File: config.mk
export PLATFORM = sky130hd
export DESIGN_NAME = sum_bcd_converter
export DESIGN_NICKNAME = d
export VERILOG_FILES = /design/src/rtl/sum_bcd_converter.sv
export SDC_FILE = /design/constraint.sdc
export NUM_CORES = 1
export LEC_CHECK = 0
export BUFFER_PORTS_ARGS = -buffer_cell sky130_fd_sc_hd__buf_2
export CORE_MARGIN = 3
export CORE_UTILIZATION = 50
export CTS_CLUSTER_SIZE = 24
export DETAILED_ROUTE_END_ITERATION = 7
export PLACE_DENSITY = 0.74
export SLEW_MARGIN = 10
export SYNTH_ARGS = -nofsm -noshare
export SYNTH_HDL_FRONTEND = slang
export SYNTH_SLANG_ARGS = --single-unit
File: constraint.sdc
create_clock -name clk -period 1.6 [get_ports clk]
set_clock_uncertainty 0.15 [all_clocks]
set_input_delay 0.08 -clock clk [delete_from_list [all_inputs] [get_ports clk]]
set_output_delay 0.08 -clock clk [all_outputs]
set_load 0.03 [all_outputs]
File: src/rtl/sum_bcd_converter.sv
// Sequential double-dabble converter: turns a 7-bit binary sum (0..127)
// into hundreds/tens/ones BCD digits, one shift step per clock.
module sum_bcd_converter (
    input  logic       clk,
    input  logic       rst_n,
    input  logic       start,
    input  logic [6:0] bin,
    output logic       busy,
    output logic       done,
    output logic       hundreds,
    output logic [3:0] tens,
    output logic [3:0] ones
);

    localparam logic [1:0] IDLE  = 2'd0;
    localparam logic [1:0] SHIFT = 2'd1;
    localparam logic [1:0] DONE  = 2'd2;

    logic [1:0] state_q, state_d;
    logic [2:0] count_q, count_d;
    logic [6:0] bin_sr_q, bin_sr_d;
    logic [8:0] scratch_q, scratch_d;
    logic       done_q, done_d;
    logic       hundreds_q, hundreds_d;
    logic [3:0] tens_q, tens_d;
    logic [3:0] ones_q, ones_d;

    logic [3:0] tens_adj;
    logic [3:0] ones_adj;

    // The hundreds position never reaches 5 for inputs up to 127, so only
    // the tens and ones nibbles need the add-3 correction.
    assign tens_adj = (scratch_q[7:4] >= 4'd5) ? scratch_q[7:4] + 4'd3 : scratch_q[7:4];
    assign ones_adj = (scratch_q[3:0] >= 4'd5) ? scratch_q[3:0] + 4'd3 : scratch_q[3:0];

    always_comb begin
        state_d    = state_q;
        count_d    = count_q;
        bin_sr_d   = bin_sr_q;
        scratch_d  = scratch_q;
        done_d     = 1'b0;
        hundreds_d = hundreds_q;
        tens_d     = tens_q;
        ones_d     = ones_q;

        case (state_q)
            IDLE: begin
                if (start) begin
                    bin_sr_d  = bin;
                    scratch_d = 9'd0;
                    count_d   = 3'd7;
                    state_d   = SHIFT;
                end
            end
            SHIFT: begin
                scratch_d = {tens_adj, ones_adj, bin_sr_q[6]};
                bin_sr_d  = {bin_sr_q[5:0], 1'b0};
                count_d   = count_q - 3'd1;
                if (count_q == 3'd1) begin
                    state_d = DONE;
                end
            end
            DONE: begin
                hundreds_d = scratch_q[8];
                tens_d     = scratch_q[7:4];
                ones_d     = scratch_q[3:0];
                done_d     = 1'b1;
                state_d    = IDLE;
            end
            default: begin
                state_d = IDLE;
            end
        endcase
    end

    always_ff @(posedge clk or negedge rst_n) begin
        if (!rst_n) begin
            state_q    <= IDLE;
            count_q    <= 3'd0;
            bin_sr_q   <= 7'd0;
            scratch_q  <= 9'd0;
            done_q     <= 1'b0;
            hundreds_q <= 1'b0;
            tens_q     <= 4'd0;
            ones_q     <= 4'd0;
        end else begin
            state_q    <= state_d;
            count_q    <= count_d;
            bin_sr_q   <= bin_sr_d;
            scratch_q  <= scratch_d;
            done_q     <= done_d;
            hundreds_q <= hundreds_d;
            tens_q     <= tens_d;
            ones_q     <= ones_d;
        end
    end

    assign busy     = (state_q == SHIFT) || (state_q == DONE);
    assign done     = done_q;
    assign hundreds = hundreds_q;
    assign tens     = tens_q;
    assign ones     = ones_q;

endmodule

# After elaboration in Yosys (flattened, before gate mapping)
# Cells that the tools add are included.
# Widths: inputs -> output; s select.
dict set report totals {
  regBits 31
  elab_cells 35
  inputBits 10
  out_inout_bits 11
}
dict set report classes {
  muxes 12
  n_eq_ne 5
  reduce_logical 5
  order_cmp 2
  addsub 3
}
# cell count
set ops {}
lappend ops {{$pmux 9 s2} 1}
lappend ops {{$pmux 7 s2} 1}
lappend ops {{$mux 9} 1}
lappend ops {{$add 4x2->4 const B} 2}
lappend ops {{$ge 4x3->1 const B} 2}
lappend ops {{$mux 4} 2}
lappend ops {{$mux 7} 1}
lappend ops {{$pmux 3 s2} 1}
lappend ops {{$mux 2} 2}
lappend ops {{$ne 2x2->1 const B} 2}
lappend ops {{$pmux 2 s2} 1}
lappend ops {{$reduce_and 2->1} 2}
lappend ops {{$eq 3x1->1 const B} 1}
lappend ops {{$mux 3} 1}
lappend ops {{$sub 3x1->3 const B} 1}
lappend ops {{$eq 2x1->1 const B} 1}
lappend ops {{$eq 2x2->1 const B} 1}
lappend ops {{$logic_not 2->1} 1}
lappend ops {{$reduce_bool 2->1} 1}
lappend ops {{$logic_or 1x1->1} 1}
lappend ops {{$mux 1} 1}

# Logic depth before layout (Yosys ltp)
# Gate-level depths: netlist of run 1.
dict set report depth {
  ltp_word 3
  mapped_depth 7
  mapped_depth_nobuf 6
}

# Least setup slack after synthesis of run 1
# Ideal clock, no wire load.
dict set report synth_path {
  path_kind {reg-to-reg}
  start {reg state_q[0]}
  end {reg scratch_q[3]}
  stages_incl_launch_ff 8
  required_ns 1.328
  period_less_slack_ns 1.550
  arrival_ns 1.278
  path_buffers 1
  slack_ns 0.050
  setup_ns 0.122
  cell_sequence {dfrtp_1 inv_1 ha_1 buf_4 nand2_1 o21ai_4 o31ai_1 a32o_1}
}
dict set report synth_between {
  elab_chain_cells 3
  elab_cells_between_ends 6
  classes_between {eq/ne: 2; mux: 1; reduce/logical: 3}
}
# element line_no
set synth_lines {}
lappend synth_lines {{from (decl)} 19} ;# logic [1:0] state_q, state_d;
lappend synth_lines {{from (signal assigned)} 87} ;# state_q <= state_d;
lappend synth_lines {{$eq 2x1->1 / $logic_not 2->1 (equally long branches)} 46} ;# case (state_q)
lappend synth_lines {{$reduce_bool 2->1 (no line) / $ne 2x2->1 (equally long branches)} --}
lappend synth_lines {{$reduce_and 2->1 (no line)} --}
lappend synth_lines {{to (signal assigned)} 90} ;# scratch_q <= scratch_d;
lappend synth_lines {{to (decl)} 22} ;# logic [8:0] scratch_q, scratch_d;
# Several ways; a longest one is shown, not always the timed one.
# A chain may end at the register's enable or synchronous reset.

# Final worst setup path of run 1
# Ends and elaborated chain as after synthesis.

==> results of run 1 <==
-- worst paths after layout --
path | startpoint | endpoint | slack, ps
setup / recovery | state_q[0] | scratch_q[3] | 40
hold / removal | rst_n | bin_sr_q[0] | 150
setup reg to reg | state_q[0] | scratch_q[3] | 40
hold reg to reg | scratch_q[8] | scratch_q[8] | 340
max in group asynchronous | rst_n | ones[1] | 690
min in group clk | scratch_q[8] | scratch_q[8] | 340
-- critical path, cell delays in order (launching register included) --
cell and delay, ps:
dfrtp_1 370, inv_1 90, ha_4 190, buf_4 140, o21ai_4 170, o31ai_1 110
a32o_1 210
-- cells in the final DEF (no fill, tap or decap), types with 3 or more instances in the layout --
cell           count
ha_1               4
clkbuf_4           5
buf_2             20
o22ai_1            4
mux2_2             9
inv_2              4
o21ai_1            9
a21oi_1            5
inv_1              5
nor2_1             3
o31ai_1            3
mux2i_1            5
nand2_1            9
ha_4               4
dfrtp_1           31
buf_4             16
o21ai_0            3
dlygate4sd3_1      9
-- synthesized netlist by cell type (3+ instances only) --
cell / n
mux2_2: 9
buf_2: 3
o22ai_1: 4
nand2_1: 9
o31ai_1: 3
a21oi_1: 5
o21ai_0: 3
o21ai_1: 9
dfrtp_1: 31
mux2i_1: 6
inv_1: 8
nor2_1: 3
nand2b_1: 3
ha_1: 9
-- cell families (layout without fill, tap and decap cells) --
| family | Yosys count | after routing | synth area share |
|---|---|---|---|
| flip-flops | 31 | 31 | 0.515 |
| AO/OA/AOI/OAI | 37 | 37 | 0.164 |
| multiplexers | 15 | 15 | 0.107 |
| AND/OR/NAND/NOR | 22 | 22 | 0.0781 |
| XOR/XNOR | 4 | 4 | 0.0233 |
| buffers and inverters | 13 | 63 | 0.0374 |
| adder cells (fa/ha/maj) | 9 | 9 | 0.0748 |
-- routing by layer --
metal	share of wire	GRT usage
met3	0.048	0.0638
met5	0	0
met1	0.43	0.257
met4	0.020	0.0898
met2	0.50	0.316
-- power by group --
part | total [uW] | internal, uW | leakage (uW) | switching, uW
Combinational | 2150 | 1010 | 0.000528 | 1150
Sequential | 1280 | 1060 | 0.000404 | 227
Clock | 642 | 369 | 0.0000482 | 273
Total | 4080 | 2430 | 0.000981 | 1650
-- sequential cells by signal, indices dropped and copies added, names as in the netlist --
| signal | cells |
|---|---|
| bin_sr_q | 7 |
| count_q | 3 |
| done | 1 |
| hundreds | 1 |
| ones | 4 |
| scratch_q | 9 |
| state_q | 2 |
| tens | 4 |
-- final cells by class --
cell class / count / area [um2]
flip-flops and latches: 31 / 776
multi-input cells: 87 / 768
fillers: 204 / 772
repair buffers: 46 / 330
clock inverters: 2 / 35.0
clock buffers: 6 / 51.3
well taps: 31 / 38.8
inverters: 9 / 33.8
-- metrics by stage --
step                      setup WS [ps]  area [um2]
after floorplan                    50.0        1510
after global placement             50.1        1720
after detailed placement          -29.4        1720
after CTS                          4.55        1930
after global routing              -55.9        2030
final                              42.6        2030
-- timing repair --
| action | CTS | global route |
|---|---|---|
| hold endpoints to repair | 38 | 0 |
| gates resized for setup | 6 | 12 |
| setup buffers | 3 | 3 |
| endpoints found under the setup margin | 11 | 18 |
| pin swaps | 2 | 4 |
| hold buffers | 9 | 0 |
==> impl_results.md, run 1 <==
- CTS buffer count: 5
- Worst Tran Pin Value: 679 ps
- Placed instance count: 189
- Final setup viols: 0
- Largest net degree at the start of global routing: 32
- Hold WS: 155 ps
- Slew Viols, Final: 0
- Worst-path clk slew: 100 ps
- PnR Total Power: 4080 uW
- Routed vias/inst: between 5 and 6
- Count of input and output buffers: 20
- Vias post-DR: about 1200
- Leakage power: 0.000981 uW
- Share of flip-flops with an asynchronous set or reset: 1.00
- DRT Pass-1 Iters: 4
- Num rows: 19
- Worst EP required: around 1700 ps
- Ports: 21
- Global-route wire length before repair: 5350 um
- Flop and latch count out of synthesis: 31
- Main area contributors after synthesis: dfrtp_1, ha_1, mux2_2
- Core area: 2810 um2
- Warnings from Yosys: 0
- Area leader, netlist: dfrtp_1
- CTS tree: built
- H-tree levels: 2
- Longest Clk Path Bufs: 2
- Cells on worst reg2reg path: 6
- Crit path DAT: 1630 ps
- Seq/Total Area, Yosys: 0.515
- RSZ-0062 raised after global routing: yes
- Final worst path period share: 0.973
- Die width: 60.9 um
- Root buffer cell: clkbuf_4
- Worst skew pair latency: 330 ps
- Max Cap Viol: 0
- Post-synth top area share: 0.515
- Die Area: 3710 um2
- Antenna Cells: 0
- Run status: complete, no violations
- CP Max Fanout: 6
- Number of synthesized flops with an enable pin: 0
- Final cell count without fillers: 212
- Worst min path class: in2async
- Overall routing resource usage: 0.202
- Starting Density: 0.537
- Gr ovfl total: 0
- Worst setup EP type: flop
- Hold Vio Cnt, Final: 0
- Die H: around 61 um
- Number of global-route vias before repair: 1152
- VDD IR-drop max: 0.000988 V
- Worst setup SP type: flop
- Syn Inst Count: between 100 and 150
- DRT iter0 DRCs: 23
- Final GP Congestion: 0.854
- WL per Instance: 16.0 um
- Top_reg_cell synth: dfrtp_1
- Layout Nets: 199
- Post-route setup TNS: 0 ps
- WS Path Type: reg2reg
- Minimum clock period after layout: 1560 ps
- Fraction of layout cells with a size suffix above 1: 0.409
- Syn Area/Cell: 11.5 um2
- Final core utilization: 0.725
- Fmax: roughly 0.64 GHz
- DRT Wirelength: 3380 um
- Library cells used by synthesis: 32
- Worst slew margin: 0.547
- Layout area overhead: 35.0%
- Initial antenna violation count: 0
- Hpwl dp: roughly 2100 um
- Power per cell area: 2010 nW/um2
- Antenna viol nets, final: 0
- Post-synthesis cell area: 1510 um2
- DRC viols: 0
- Synthesized net count: 150
- Clk sinks: 31
Power figures use the tool's default switching activity.
==> run 2, diff against run 1 <==
Settings changed: CORE_UTILIZATION 50 to 60, PLACE_DENSITY 0.74 to 0.83.
Clock period 1.6 ns to 2 ns, I/O delays scaled along.
==> run 2 against run 1 <==
Compared with the run above:
- combinational power shrank 36%
- register-to-register slack gained 90 ps
- clock power shrank 47%
- flip-flop and latch count is the same
- sequential share of layout area grew 4.7 points
- global-route usage grew 2.4 points
- fmax shrank 17%
- die area shrank 15%
- final area shrank 11%
- final cell count shrank 7.1%
==> impl_results.md, run 2 (synthesis results as in run 1) <==
- Worst min path class: in2async (unchanged)
- DP Area: 1650 um2 (was 1720 um2)
- Largest net degree at the start of global routing: 32 (unchanged)
- Hpwl dp: 2140 um (was 2130 um)
- Worst setup EP type: flop (unchanged)
- Leakage power: 0.000893 uW (was 0.000981 uW)
- Final design instance area without fill: 1810 um2 (was 2030 um2)
- Routed vias/inst: 5.65 (was 5.51)
- CP Cell Sequence: inv_1 > ha_4 > nor2b_1 > a31oi_1 > dlygate4sd3_1 > o21ai_1 (was inv_1 > ha_4 > buf_4 > o21ai_4 > o31ai_1 > a32o_1)
- Gr ovfl total: 0 (unchanged)
- Minimum clock period after layout: 1870 ps (was 1560 ps)
- H-tree levels: 2 (unchanged)
- Clk sinks: 31 (unchanged)
- WL per Instance: 16.0 um (about the same)
- Root buffer cell: clkbuf_4 (unchanged)
- Antenna viol nets, final: 0 (unchanged)
- CP peak stage delay: 570 ps (was 370 ps)
- Initial antenna violation count: 0 (unchanged)
- Placed instance count: 179 (was 189)
- Run status: complete, no violations (unchanged)
- Most flops, register: scratch_q (unchanged)
- VDD IR-drop max: 0.00115 V (was 0.000988 V)
- Final WS setup: 130 ps (was 42.6 ps)
- Critical path launch point: state_q[0] (unchanged)
- Final setup viols: 0 (unchanged)
- Final GP Congestion: 0.830 (was 0.854)
- Worst Tran Pin Value: 674 ps (was 679 ps)
- Worst EP required: 2070 ps (was 1670 ps)
- Antenna Cells: 0 (unchanged)
- CTS tree: built (unchanged)
- Most frequent cells in the layout: dfrtp_1, buf_2, dlygate4sd3_1 (was dfrtp_1, buf_2, buf_4)
- Number of global-route vias before repair: 1178 (was 1152)
- Largest register FFs: 9 (unchanged)
- Layout Nets: 187 (was 199)
- Max Cap Viol: 0 (unchanged)
- Power per cell area: 1510 nW/um2 (was 2010 nW/um2)
- PnR Total Power: 2740 uW (was 4080 uW)
- WS Path Type: reg2reg (unchanged)
- Global-route wire length before repair: 5510 um (was 5350 um)
- Top Registers: scratch_q x9, bin_sr_q x7 (unchanged)
- Most common cell after layout, fill and taps aside: dfrtp_1 (unchanged)
- Longest Clk Path Bufs: 2 (unchanged)
- CTS buffer count: 5 (unchanged)
- Worst slack, placed: 162 ps (was -29.4 ps)
- Count of input and output buffers: 20 (unchanged)
- Hold Vio Cnt, Final: 0 (unchanged)
- DRT Wirelength: 3150 um (was 3380 um)
- Die H: 56.1 um (was 60.9 um)
- RSZ-0062 raised after global routing: no (was yes)
- Layout area overhead: 20.3% (was 35.0%)
- Die width: 56.1 um (was 60.9 um)
- Die Area: 3150 um2 (was 3710 um2)
- Worst-path clk slew: 90 ps (was 100 ps)
- Worst slew margin: 0.551 (was 0.547)
- CP max stage cell: dlygate4sd3_1 (was dfrtp_1)
- Worst skew pair latency: 320 ps (was 330 ps)
- DRT Pass-1 Iters: 4 (unchanged)
- CP Max Fanout: 10 (was 6)
- Worst setup SP type: flop (unchanged)
- Reg-to-Reg Start: state_q[0] (unchanged)
- DRT iter0 DRCs: 46 (was 23)
- Num rows: 17 (was 19)
- Final cell count without fillers: 197 (was 212)
- Starting Density: 0.656 (was 0.537)
- Fraction of layout cells with a size suffix above 1: 0.284 (was 0.409)
- Slew Viols, Final: 0 (unchanged)
- Core area: 2300 um2 (was 2810 um2)
- Post-route setup TNS: 0 ps (unchanged)
- Overall routing resource usage: 0.226 (was 0.202)
- Fmax: 0.535 GHz (was 0.642 GHz)
- Ports: 21 (unchanged)
- DRC viols: 0 (unchanged)
- Crit path DAT: 1940 ps (was 1630 ps)
- Final worst path period share: 0.935 (was 0.973)
- Vias post-DR: 1114 (was 1168)
-- run 2: cell count changes in the layout (fill, tap and decap cells not counted), moves of 2 or more --
| cell | before | now |
|---|---|---|
| clkbuf_1 | 0 | 2 |
| nand2b_4 | 2 | 0 |
| inv_1 | 5 | 8 |
| nand2b_1 | 1 | 3 |
| ha_1 | 4 | 8 |
| inv_2 | 4 | 1 |
| buf_4 | 16 | 4 |
| a21oi_4 | 2 | 0 |
| a21oi_2 | 0 | 2 |
| ha_4 | 4 | 1 |
-- run 2: cell type report --
type | count | area, um2
sequential | 31 | 776
multi-input combinational | 87 | 687
fill | 148 | 485
timing repair buffer | 34 | 230
clock buffer | 7 | 45.0
tap | 28 | 35.0
inverter | 9 | 33.8
clock inverter | 1 | 5.00
-- run 2: per-stage QoR --
step | utilization | hold WS, ps
2_1_floorplan | - | -346
6_report | 0.789 | 192
3_5_place_dp | 0.718 | 26.0
3_3_place_gp | 0.718 | 11.1
5_1_grt | 0.789 | 232
4_1_cts | 0.783 | 198
-- run 2: path summary, 6_finish.rpt --
kind	end	slack [ps]	cells past startpoint
worst min register to register	bin_sr_q[2]	350	2
worst min-delay path	bin_sr_q[1]	190	2
worst max register to register	bin_sr_q[0]	130	6
worst max-delay path	bin_sr_q[0]	130	6
max in group asynchronous	ones[3]	1080	2
min in group clk	bin_sr_q[2]	350	2
-- run 2: what timing repair did --
action / CTS / global route
hold endpoints to repair: 39 / 0
setup buffers: 0 / 0
hold buffers: 10 / 0
setup endpoints to repair: 0 / 4
resized for setup: 0 / 2
-- run 2: where the power goes --
group / internal [uW] / switching, uW
Combinational: 572 / 809
Clock: 137 / 205
Sequential: 847 / 172
Total: 1560 / 1190
-- run 2: critical path, delay by kind of cell (launching register included) --
kind / cells / cell delay [ps]
buffers and inverters: 2 / 710
DFF: 1 / 420
AOI/OAI and AO/OA: 2 / 200
and+or+nand+nor: 1 / 70
adders and majority gates: 1 / 220
-- run 2: layer usage --
layer  global-route usage  vias to the layer above  part of all wire
met1                0.291                      538              0.43
met5                    0                        -                 0
li1                     -                      535                 -
met2                0.366                       34              0.50
met4               0.0780                        0             0.014
met3               0.0626                        7             0.056
==> run 3, diff against run 2 <==
Settings changed: CORE_UTILIZATION 60 to 41, PLACE_DENSITY 0.83 to unset.
==> run 3 against run 2 <==
Compared with the run above:
- worst setup slack improved by 76 ps
- sequential share of layout area shrank 0.41 points
- global-route usage down 7.8 points
- power increased by 1.2%
- count of clock-buffer cells in the layout decreased by 1
==> impl_results.md, run 3 (synthesis results as in run 1) <==
- Core area: 3440 um2 (was 2300 um2)
- CP max stage cell: dfrtp_1 (was dlygate4sd3_1)
- Hold Vio Cnt, Final: 0 (unchanged)
- Hold_sp: bin[5]
- Starting Density: 0.438 (was 0.656)
- DRC viols: 0 (unchanged)
- Worst Tran Pin Value: 666 ps (was 674 ps)
- RSZ-0062 raised after global routing: no (unchanged)
- Crit path DAT: 1810 ps (was 1940 ps)
- Die Area: 4440 um2 (was 3150 um2)
- DRT iter0 DRCs: 19 (was 46)
- Fmax: 0.557 GHz (was 0.535 GHz)
- Cells on worst reg2reg path: 6 (unchanged)
- Most flops, register: scratch_q (unchanged)
- Die H: 66.6 um (was 56.1 um)
- Worst setup SP type: flop (unchanged)
- Worst-path clk slew: 60 ps (was 90 ps)
- H-tree levels: 2 (unchanged)
- Hpwl dp: 2010 um (was 2140 um)
- Num rows: 21 (was 17)
- Leakage power: 0.000899 uW (was 0.000893 uW)
- VDD IR-drop max: 0.000656 V (was 0.00115 V)
- Antenna Cells: 0 (unchanged)
- CP Cell Sequence: inv_1 > ha_1 > nand2_1 > o21ai_4 > o31ai_1 > a32o_1 (was inv_1 > ha_4 > nor2b_1 > a31oi_1 > dlygate4sd3_1 > o21ai_1)
- CP Capture Point: scratch_q[3] (was bin_sr_q[0])
- Top Registers: scratch_q x9, bin_sr_q x7 (unchanged)
- Longest Clk Path Bufs: 2 (unchanged)
- Gr ovfl total: 0 (unchanged)
- Count of input and output buffers: 20 (unchanged)
- Worst slew margin: 0.556 (was 0.551)
- Critical Path Stages: 6 (unchanged)
- DRT Wirelength: 2750 um (was 3150 um)
- Final WS setup: 206 ps (was 130 ps)
- Run status: complete, no violations (unchanged)
- Root buffer cell: clkbuf_8 (was clkbuf_4)
- Die width: 66.6 um (was 56.1 um)
- CTS buffer count: 5 (unchanged)
- Minimum clock period after layout: 1790 ps (was 1870 ps)
- M2 GR Usage: 0.246 (was 0.366)
- Largest register FFs: 9 (unchanged)
- Buffer and inverter count on the worst path: 1 (was 2)
- Worst min path class: in2reg (was in2async)
- Layout Nets: 184 (was 187)
- Fraction of layout cells with a size suffix above 1: 0.291 (was 0.284)
- RR Endpoint: scratch_q[3] (was bin_sr_q[0])
- GR peak layer: met2 (unchanged)
- Post-route setup TNS: 0 ps (unchanged)
- Largest net degree at the start of global routing: 32 (unchanged)
- Final setup viols: 0 (unchanged)
- Worst slack, placed: 227 ps (was 162 ps)
- Global-route wire length before repair: 4880 um (was 5510 um)
- Final worst path period share: 0.897 (was 0.935)
- CP Max Fanout: 9 (was 10)
- CP peak stage delay: 390 ps (was 570 ps)
- Number of global-route vias before repair: 1137 (was 1178)
- Reg-to-Reg Start: state_q[0] (unchanged)
- GRT met1 Usage: 0.174 (was 0.291)
- DRT Pass-1 Iters: 4 (unchanged)
- WL per Instance: 13.0 um (was 16.0 um)
- Routed vias/inst: 5.10 (was 5.65)
- Antenna viol nets, final: 0 (unchanged)
- Most frequent cells in the layout: dfrtp_1, buf_2 (was dfrtp_1, buf_2, dlygate4sd3_1)
- WS Path Type: reg2reg (unchanged)
- Overall routing resource usage: 0.148 (was 0.226)
- Layout area overhead: 21.4% (was 20.3%)
- Power per cell area: 1520 nW/um2 (was 1510 nW/um2)
- Max Cap Viol: 0 (unchanged)
- Worst EP required: 2020 ps (was 2070 ps)
- Top delay family on crit path: compound AO/OA/AOI/OAI gates (was buffers and inverters)
- Ports: 21 (unchanged)
- Initial antenna violation count: 0 (unchanged)
- Filler Cell Count: 306 (was 148)
- Worst skew pair latency: 280 ps (was 320 ps)
- Slew Viols, Final: 0 (unchanged)
- GR Layer Usage met3: 0.0405 (was 0.0626)
- Final GP Congestion: 0.768 (was 0.830)
- CTS tree: built (unchanged)
- Vias post-DR: 1076 (was 1114)
- Worst setup EP type: flop (unchanged)
- FF-to-FF setup slack: 210 ps (was 130 ps)
- Clk sinks: 31 (unchanged)
- Most common cell after layout, fill and taps aside: dfrtp_1 (unchanged)
- Critical path launch point: state_q[0] (unchanged)
[run 3: worst min-delay path by stage]
| stage | end | slack [ps] | depth (start not counted) |
|---|---|---|---|
| 6_report | bin_sr_q[5] | 10 | 3 |
| 5_1_grt | bin_sr_q[5] | 20 | 3 |
| 4_1_cts | bin_sr_q[5] | 4 | 3 |
| 3_5_place_dp | ones[0] | 30 | 1 |
| 3_3_place_gp | ones[1] | 30 | 1 |
| 2_1_floorplan | bin_sr_q[0] | -350 | 0 |
[run 3: per-stage QoR]
step            util  std cells  hold WS (ps)  area [um2]  total power [uW]
6_report       0.531        211          10.9        1830              2770
5_1_grt        0.531        211          24.9        1830              3010
2_1_floorplan      -        131          -346        1510              1980
3_3_place_gp   0.486        197          31.7        1670              2260
3_5_place_dp   0.486        197          30.9        1670              2310
4_1_cts        0.531        211          3.57        1830              2810
[run 3: timing repair]
item | in CTS | in global routing
hold endpoints to repair | 37 | 0
setup buffers | 0 | 0
resized for setup | 0 | 0
hold buffers | 7 | 0
[run 3: worst register-to-register path: stages (launching register included)]
cell     delay, ps
dfrtp_1        390
inv_1           90
ha_1           390
nand2_1        180
o21ai_4        150
o31ai_1        120
a32o_1         210
[run 3: cell type report]
type,count,area (um2),area share
Clock buffer,6,82.6,0.0451
Sequential cell,31,776,0.424
Clock inverter,1,5.00,0.00274
Timing Repair Buffer,31,200,0.109
Tap cell,46,57.6,0.0315
Inverter,9,33.8,0.0185
Multi-Input combinational cell,87,674,0.369
[run 3: per-layer routing]
layer	vias to the layer above	part of all wire
met5	-	0
met4	0	0.021
met2	23	0.48
li1	529	-
met1	517	0.45
met3	7	0.042
[run 3: power by group]
| part | switching [uW] | total (uW) | internal, uW |
|---|---|---|---|
| sequential | 165 | 1010 | 849 |
| combinational | 746 | 1280 | 531 |
| clock | 214 | 483 | 269 |
